`src/rtl/mem_if_checker_pkg.sv`:
```
// Shared definitions for the req/gnt memory interface checker.
// Violation codes double as flag bit indices: {SPUR,TIMEOUT,DROP,STABLE}.
package mem_if_checker_pkg;

  localparam logic [1:0] CODE_STABLE  = 2'd0;
  localparam logic [1:0] CODE_DROP    = 2'd1;
  localparam logic [1:0] CODE_TIMEOUT = 2'd2;
  localparam logic [1:0] CODE_SPUR    = 2'd3;

  localparam int FLAG_STABLE  = 0;
  localparam int FLAG_DROP    = 1;
  localparam int FLAG_TIMEOUT = 2;
  localparam int FLAG_SPUR    = 3;

  typedef enum logic {
    IDLE = 1'b0,
    WAIT = 1'b1
  } state_t;

endpackage

```
`src/rtl/mem_if_checker_channel.sv`:
```
// One monitored req/gnt channel: FSM, request capture, wait counter, txn counter, sticky flags.
// Detection is registered; with MEM_IF_CHECKER_FORMAL_EN each violation is also asserted.
module mem_if_checker_channel
  import mem_if_checker_pkg::*;
#(
  parameter int AW       = 64,
  parameter int DW       = 64,
  parameter int MAX_WAIT = 16,
  parameter int CW       = 16
) (
  input  logic            clk,
  input  logic            resetn,
  input  logic            clear,
  input  logic            req,
  input  logic [AW-1:0]   addr,
  input  logic            wen,
  input  logic [DW/8-1:0] strb,
  input  logic [DW-1:0]   wdata,
  input  logic            gnt,
  output logic [3:0]      flags,
  output logic [3:0]      events,
  output logic [CW-1:0]   txn_count
);

  localparam int WCW = $clog2(MAX_WAIT + 1);

  state_t            state, state_nxt;
  logic [AW-1:0]     cap_addr;
  logic              cap_wen;
  logic [DW/8-1:0]   cap_strb;
  logic [DW-1:0]     cap_wdata;
  logic [WCW-1:0]    wait_ctr;
  logic              to_seen;
  logic              in_wait;
  logic              mismatch;

  always_ff @(posedge clk) begin
    if (!resetn) state <= IDLE;
    else         state <= state_nxt;
  end

  always_comb begin
    state_nxt = state;
    case (state)
      IDLE:    if (req && !gnt) state_nxt = WAIT;
      WAIT:    if (!req || gnt) state_nxt = IDLE;
      default: state_nxt = IDLE;
    endcase
  end

  // Strobes only matter for a held write; reads may leave them floating.
  always_comb begin
    in_wait  = (state == WAIT);
    mismatch = (addr != cap_addr) || (wen != cap_wen) || (wdata != cap_wdata) ||
               (cap_wen && (strb != cap_strb));
    events                = '0;
    events[FLAG_STABLE]   = in_wait && req && mismatch;
    events[FLAG_DROP]     = in_wait && !req;
    events[FLAG_TIMEOUT]  = in_wait && (wait_ctr == WCW'(MAX_WAIT)) && !gnt && !to_seen;
    events[FLAG_SPUR]     = gnt && !req;
  end

  always_ff @(posedge clk) begin
    if (!resetn) begin
      cap_addr  <= '0;
      cap_wen   <= 1'b0;
      cap_strb  <= '0;
      cap_wdata <= '0;
      wait_ctr  <= '0;
      to_seen   <= 1'b0;
      flags     <= '0;
      txn_count <= '0;
    end else begin
      if (state == IDLE && req && !gnt) begin
        cap_addr  <= addr;
        cap_wen   <= wen;
        cap_strb  <= strb;
        cap_wdata <= wdata;
        wait_ctr  <= WCW'(1);
      end else if (in_wait && req && !gnt && wait_ctr != WCW'(MAX_WAIT)) begin
        wait_ctr  <= wait_ctr + WCW'(1);
      end
      if (state_nxt == IDLE) to_seen <= 1'b0;
      else                   to_seen <= to_seen | events[FLAG_TIMEOUT];
      // A fresh violation survives a simultaneous clear.
      flags <= (clear ? 4'b0000 : flags) | events;
      if (req && gnt) txn_count <= txn_count + CW'(1);
    end
  end

`ifdef MEM_IF_CHECKER_FORMAL_EN
  always @(posedge clk) begin
    if (resetn) begin
      assume (!(gnt && !req));
      assert (!events[FLAG_STABLE]);
      assert (!events[FLAG_DROP]);
      assert (!events[FLAG_TIMEOUT]);
      assert (!events[FLAG_SPUR]);
    end
  end
`endif

endmodule

```
`config.mk`:
```
export PLATFORM = sky130hd
export DESIGN_NAME = mem_if_checker_channel
export DESIGN_NICKNAME = d
export VERILOG_FILES = /design/src/rtl/mem_if_checker_pkg.sv /design/src/rtl/mem_if_checker_channel.sv
export SDC_FILE = /design/constraint.sdc
export NUM_CORES = 1
export LEC_CHECK = 0
export CORE_UTILIZATION = 50
export CTS_CLUSTER_DIAMETER = 120
export DETAILED_ROUTE_END_ITERATION = 16
export PLACE_DENSITY = 0.81
export SYNTH_ARGS = -nofsm -noshare
export SYNTH_HDL_FRONTEND = slang
export SYNTH_SLANG_ARGS = --single-unit
```
`constraint.sdc`:
```
create_clock -name clk -period 4.8 [get_ports clk]
set_clock_uncertainty 0.2 [all_clocks]
set_input_delay 0.96 -clock clk [delete_from_list [all_inputs] [get_ports clk]]
set_output_delay 0.96 -clock clk [all_outputs]
set_load 0.005 [all_outputs]
```
Word level (Yosys, flattened, before mapping). Cells that the tools add are included. W data, S select, Z words.

$add $sub $neg: 2. Muxes and demuxes: 6. Bitwise operators: 4. Reduce and logical (&&, ||, !) cells: 24. Equality and inequality tests: 6.

Operators by type and width (count): $ne A64 B64 Y1 (2); $add A16 B1 Y16 const B (1); $logic_and A1 B1 Y1 (14); $ne A8 B8 Y1 (1); $add A5 B1 Y5 const B (1); $eq A5 B5 Y1 const B (1); $ne A5 B5 Y1 const B (1); $logic_or A1 B1 Y1 (4); $mux W1 (4); $mux W4 (1); $or A4 B4 Y4 (1); $logic_not A1 Y1 (3); $not A1 Y1 (2); $pmux W1 S2 (1); $reduce_and A2 Y1 (1); $reduce_bool A2 Y1 (1); $reduce_or A2 Y1 (1); $ne A1 B1 Y1 (1); $or A1 B1 Y1 (1).

Logic and storage cells: 52. Register bits after elaboration: 164. Input bits: 142. Output and inout port bits: 24.

Depth between registers and ports, before layout.
Word-level depth: 6. Mapped depth: 7. Gate-level depth less buffers: 7.

Worst setup path after synthesis. No wires, ideal clock.

Kind: input-to-output. Start point: input port wdata[63]. End point: output port events[0]. Stages on the path: 6. Setup slack: 1.587 ns. Path buffers: 0. Data arrival time: 2.053 ns. Cell sequence: xor2_1 a221o_1 nor4_1 nand4_1 nor4_1 a21oi_1.

Longest elaborated chain between the ends: 4.

RTL lines: from (decl) (RTL line mem_if_checker_channel.sv:18) `input logic [DW-1:0] wdata,`; $ne A64 B64 Y1 (RTL line mem_if_checker_channel.sv:54) `mismatch = (addr != cap_addr) || (wen != cap_wen) || (wdata != cap_wdata) ||`; $logic_or A1 B1 Y1 (2 in a row) (RTL line mem_if_checker_channel.sv:54); $logic_and A1 B1 Y1 (RTL line mem_if_checker_channel.sv:57) `events[FLAG_STABLE] = in_wait && req && mismatch;`; to (decl) (RTL line mem_if_checker_channel.sv:21) `output logic [3:0] events,`.

No other way between the ends.

Worst setup path after layout.
Start point: input port wdata[58]. End point: output port events[0].

Same word-level chain as after synthesis.

==> metrics <==
outcome completed; Post-DRT Antenna Nets 0; Post-DP HPWL 13,300 µm; CP Capture Type output pin; largest area contributor in the synthesized netlist dfxtp_1; EDFF count, synth 0; Die H 126 µm; drc violations 0; Setup CP Type primary input to output pin; CP Max Fanout 2; Pwr Total 3.40 mW; Synthesized Nets 1,058; CTS Root Cell clkbuf_16; Synth area leaders dfxtp_1 43%, nand2_1 14%, a21boi_0 14%; ys flop type dfxtp_1; total congestion overflow 0; Synth Warn # 0; Die Width 126 µm; full die area 0.0159 mm²; Nets 1,201; Leak about 3.7 nW; post-layout util slightly below 70%; synth-to-layout area growth 32.3%; Synth Register Bits 164; register area share after synthesis 42.7%; CTS tree yes; layout cells sized above 1 4.21%; Post-Syn Instances just over 900; Total GRT Usage 24.7%; CP max stage delay ~0.50 ns; Core Region 0.0148 mm²; worst slew pin tran 0.687 ns; post-synth top area share 42.7%; delay-heaviest family, CP simple AND/OR/NAND/NOR gates; per-cell routed wire length ~15 µm; worst path cell trace clkdlybuf4s50_1, xnor2_1, nand4_1, nor4_1, nand4_1, nor4_1, a21oi_1, clkdlybuf4s50_1; CTS Buf Count 17; final cycle utilization of the critical path 96.1%; setup TNS 0 ns; pin count of the biggest net entering global routing approximately 130; synth unique cells 34; max-cap viol count 0; critical path arrival 3.45 ns; later-pin clock latency in the skew report approximately 0.43 ns; PD cells around 330 mW/mm²; WHS 0.266 ns; Fmax 217 MHz; Fin. Hold Viols 0; slew margin rel. 53.8%; crit path time final 4.61 ns; post-cts sizing count 0; initial DRC count 360; vias in the first global route 6,115; Num Clock Sinks 164; Worst Hold Class flop to flop; via count 6,312; IO Count between 150 and 200; port buffer count around 170; first-pass GRT wire length 30,400 µm; r2r setup slk 2.57 ns; Fillers 1,194; row cnt 44; Initial Util 52.1%; Post-CTS Setup Bufs 0; mapped cell area 0.00769 mm²; mean area per synthesized cell 8.42 µm²; H-tree depth 4; share of flip-flops with an asynchronous set or reset 0%; Final GP Congestion 0.804; RSZ-0062 raised after global routing no; final max-slew violation count 0; hold buffer count at cts 0; clock-pin slew on the worst setup and hold paths 0.06 ns; slowest stage cell, crit path clkdlybuf4s50_1; critical path startpoint category primary input; vias per cell 5.02; Setup Viol. Count Final 0; drt first pass iters 4; Routed WL 19,000 µm; Buf/Inv on CP 2; VDD IR max 0.254 mV; CTS Buffer Depth 2; CP Data Required Time 3.64 ns; initial antenna violation count 2
[final timing paths]
| kind | start | end | depth (start not counted) |
|---|---|---|---|
| worst min register to register | to_seen | to_seen | 1 |
| worst max register to register | cap_wdata[31] | flags[0] | 6 |
| worst min-delay path | to_seen | to_seen | 1 |
| worst max-delay path | wdata[58] | events[0] | 8 |
[per-layer routing]
layer / vias up / GRT usage, % / wire [µm]
li1: 3280 / - / -
met1: 2866 / 31.7 / 8490
met2: 145 / 39.7 / 8890
met3: 21 / 6.37 / 1250
met4: 0 / 9.85 / 380
met5: - / 0 / 0
[layout by cell type, fill, tap and decap left out, types with 3 or more instances in the layout]
cell type        instances
nand2_1                288
dfxtp_1                164
clkdlybuf4s50_1        164
a21boi_0               139
xnor2_1                 86
xor2_1                  62
nand4_1                 24
nor4_1                  21
clkbuf_16               17
and2_1                  15
inv_1                   11
nor2b_1                  7
nor2_1                   7
bufinv_16                6
nand3_1                  5
diode_2                  4
and3_1                   4
o21a_1                   4
clkinv_2                 4
buf_4                    4
o22ai_1                  3
ha_1                     3
buf_12                   3
[where the power goes]
group          internal [mW]  leakage, nW  total [mW]  switching [mW]
combinational          0.223         2.01       0.403           0.180
sequential              1.42         1.34        1.45          0.0365
clock                  0.986        0.326        1.54           0.557
[state kept, by name, summed over array words and instances (netlist names)]
register / flops
txn_count: 16
cap_wen: 1
cap_strb: 8
wait_ctr: 5
cap_addr: 64
cap_wdata: 64
in_wait: 1
flags: 4
to_seen: 1
[through the flow]
stage	instances	setup slack [ns]	instance area [µm²]
2_1_floorplan	913	1.59	7690
3_3_place_gp	1221	0.222	9490
3_5_place_dp	1221	0.177	9490
4_1_cts	1253	0.168	10200
5_1_grt	1254	0.0371	10200
6_report	1257	0.188	10200
[layout make-up]
| type | instances | area [µm²] | share of cell area, % |
|---|---|---|---|
| multi-input cells | 691 | 4200 | 41.3 |
| well taps | 184 | 230 | 2.26 |
| clock inverters | 14 | 233 | 2.29 |
| clock buffers | 18 | 439 | 4.32 |
| diodes | 4 | 10.0 | 0.0984 |
| repair buffers | 171 | 1730 | 17.0 |
| inverters | 11 | 41.3 | 0.406 |
| flip-flops and latches | 164 | 3280 | 32.3 |
[logic make-up (layout without fill, tap and decap cells)]
logic type,count (synthesis),after routing,share of synthesized area [%]
compound gates,156,156,15.1
xor+xnor,148,148,16.9
fa+ha+maj,3,3,0.488
buf+inv,58,214,2.85
flops,164,164,42.7
mux,1,1,0.130
other cells,0,4,0
simple gates,383,383,21.8
[worst register-to-register path, delay by kind of cell (launching register included)]
family / cells / cell delay [ns]
AND/OR/NAND/NOR: 4 / 1.25
AO/OA/AOI/OAI: 1 / 0.15
XOR/XNOR: 1 / 0.17
flip-flops: 1 / 0.32
[synthesized netlist by cell type, types with 2 or more instances]
master and count:
nand2_1 288, dfxtp_1 164, a21boi_0 139, xnor2_1 86, xor2_1 62, clkbuf_1 41
nand4_1 24, nor4_1 21, and2_1 15, inv_1 11, nor2b_1 8, nor2_1 7
buf_1 5, nand3_1 5, and3_1 4, o21a_1 4, ha_1 3, o22ai_1 3
a21boi_1 2, a21oi_1 2, a22o_1 2, nand2b_1 2, nor3b_1 2, o21ai_0 2
or3_1 2
No activity file was read; power rests on OpenSTA's default activity.
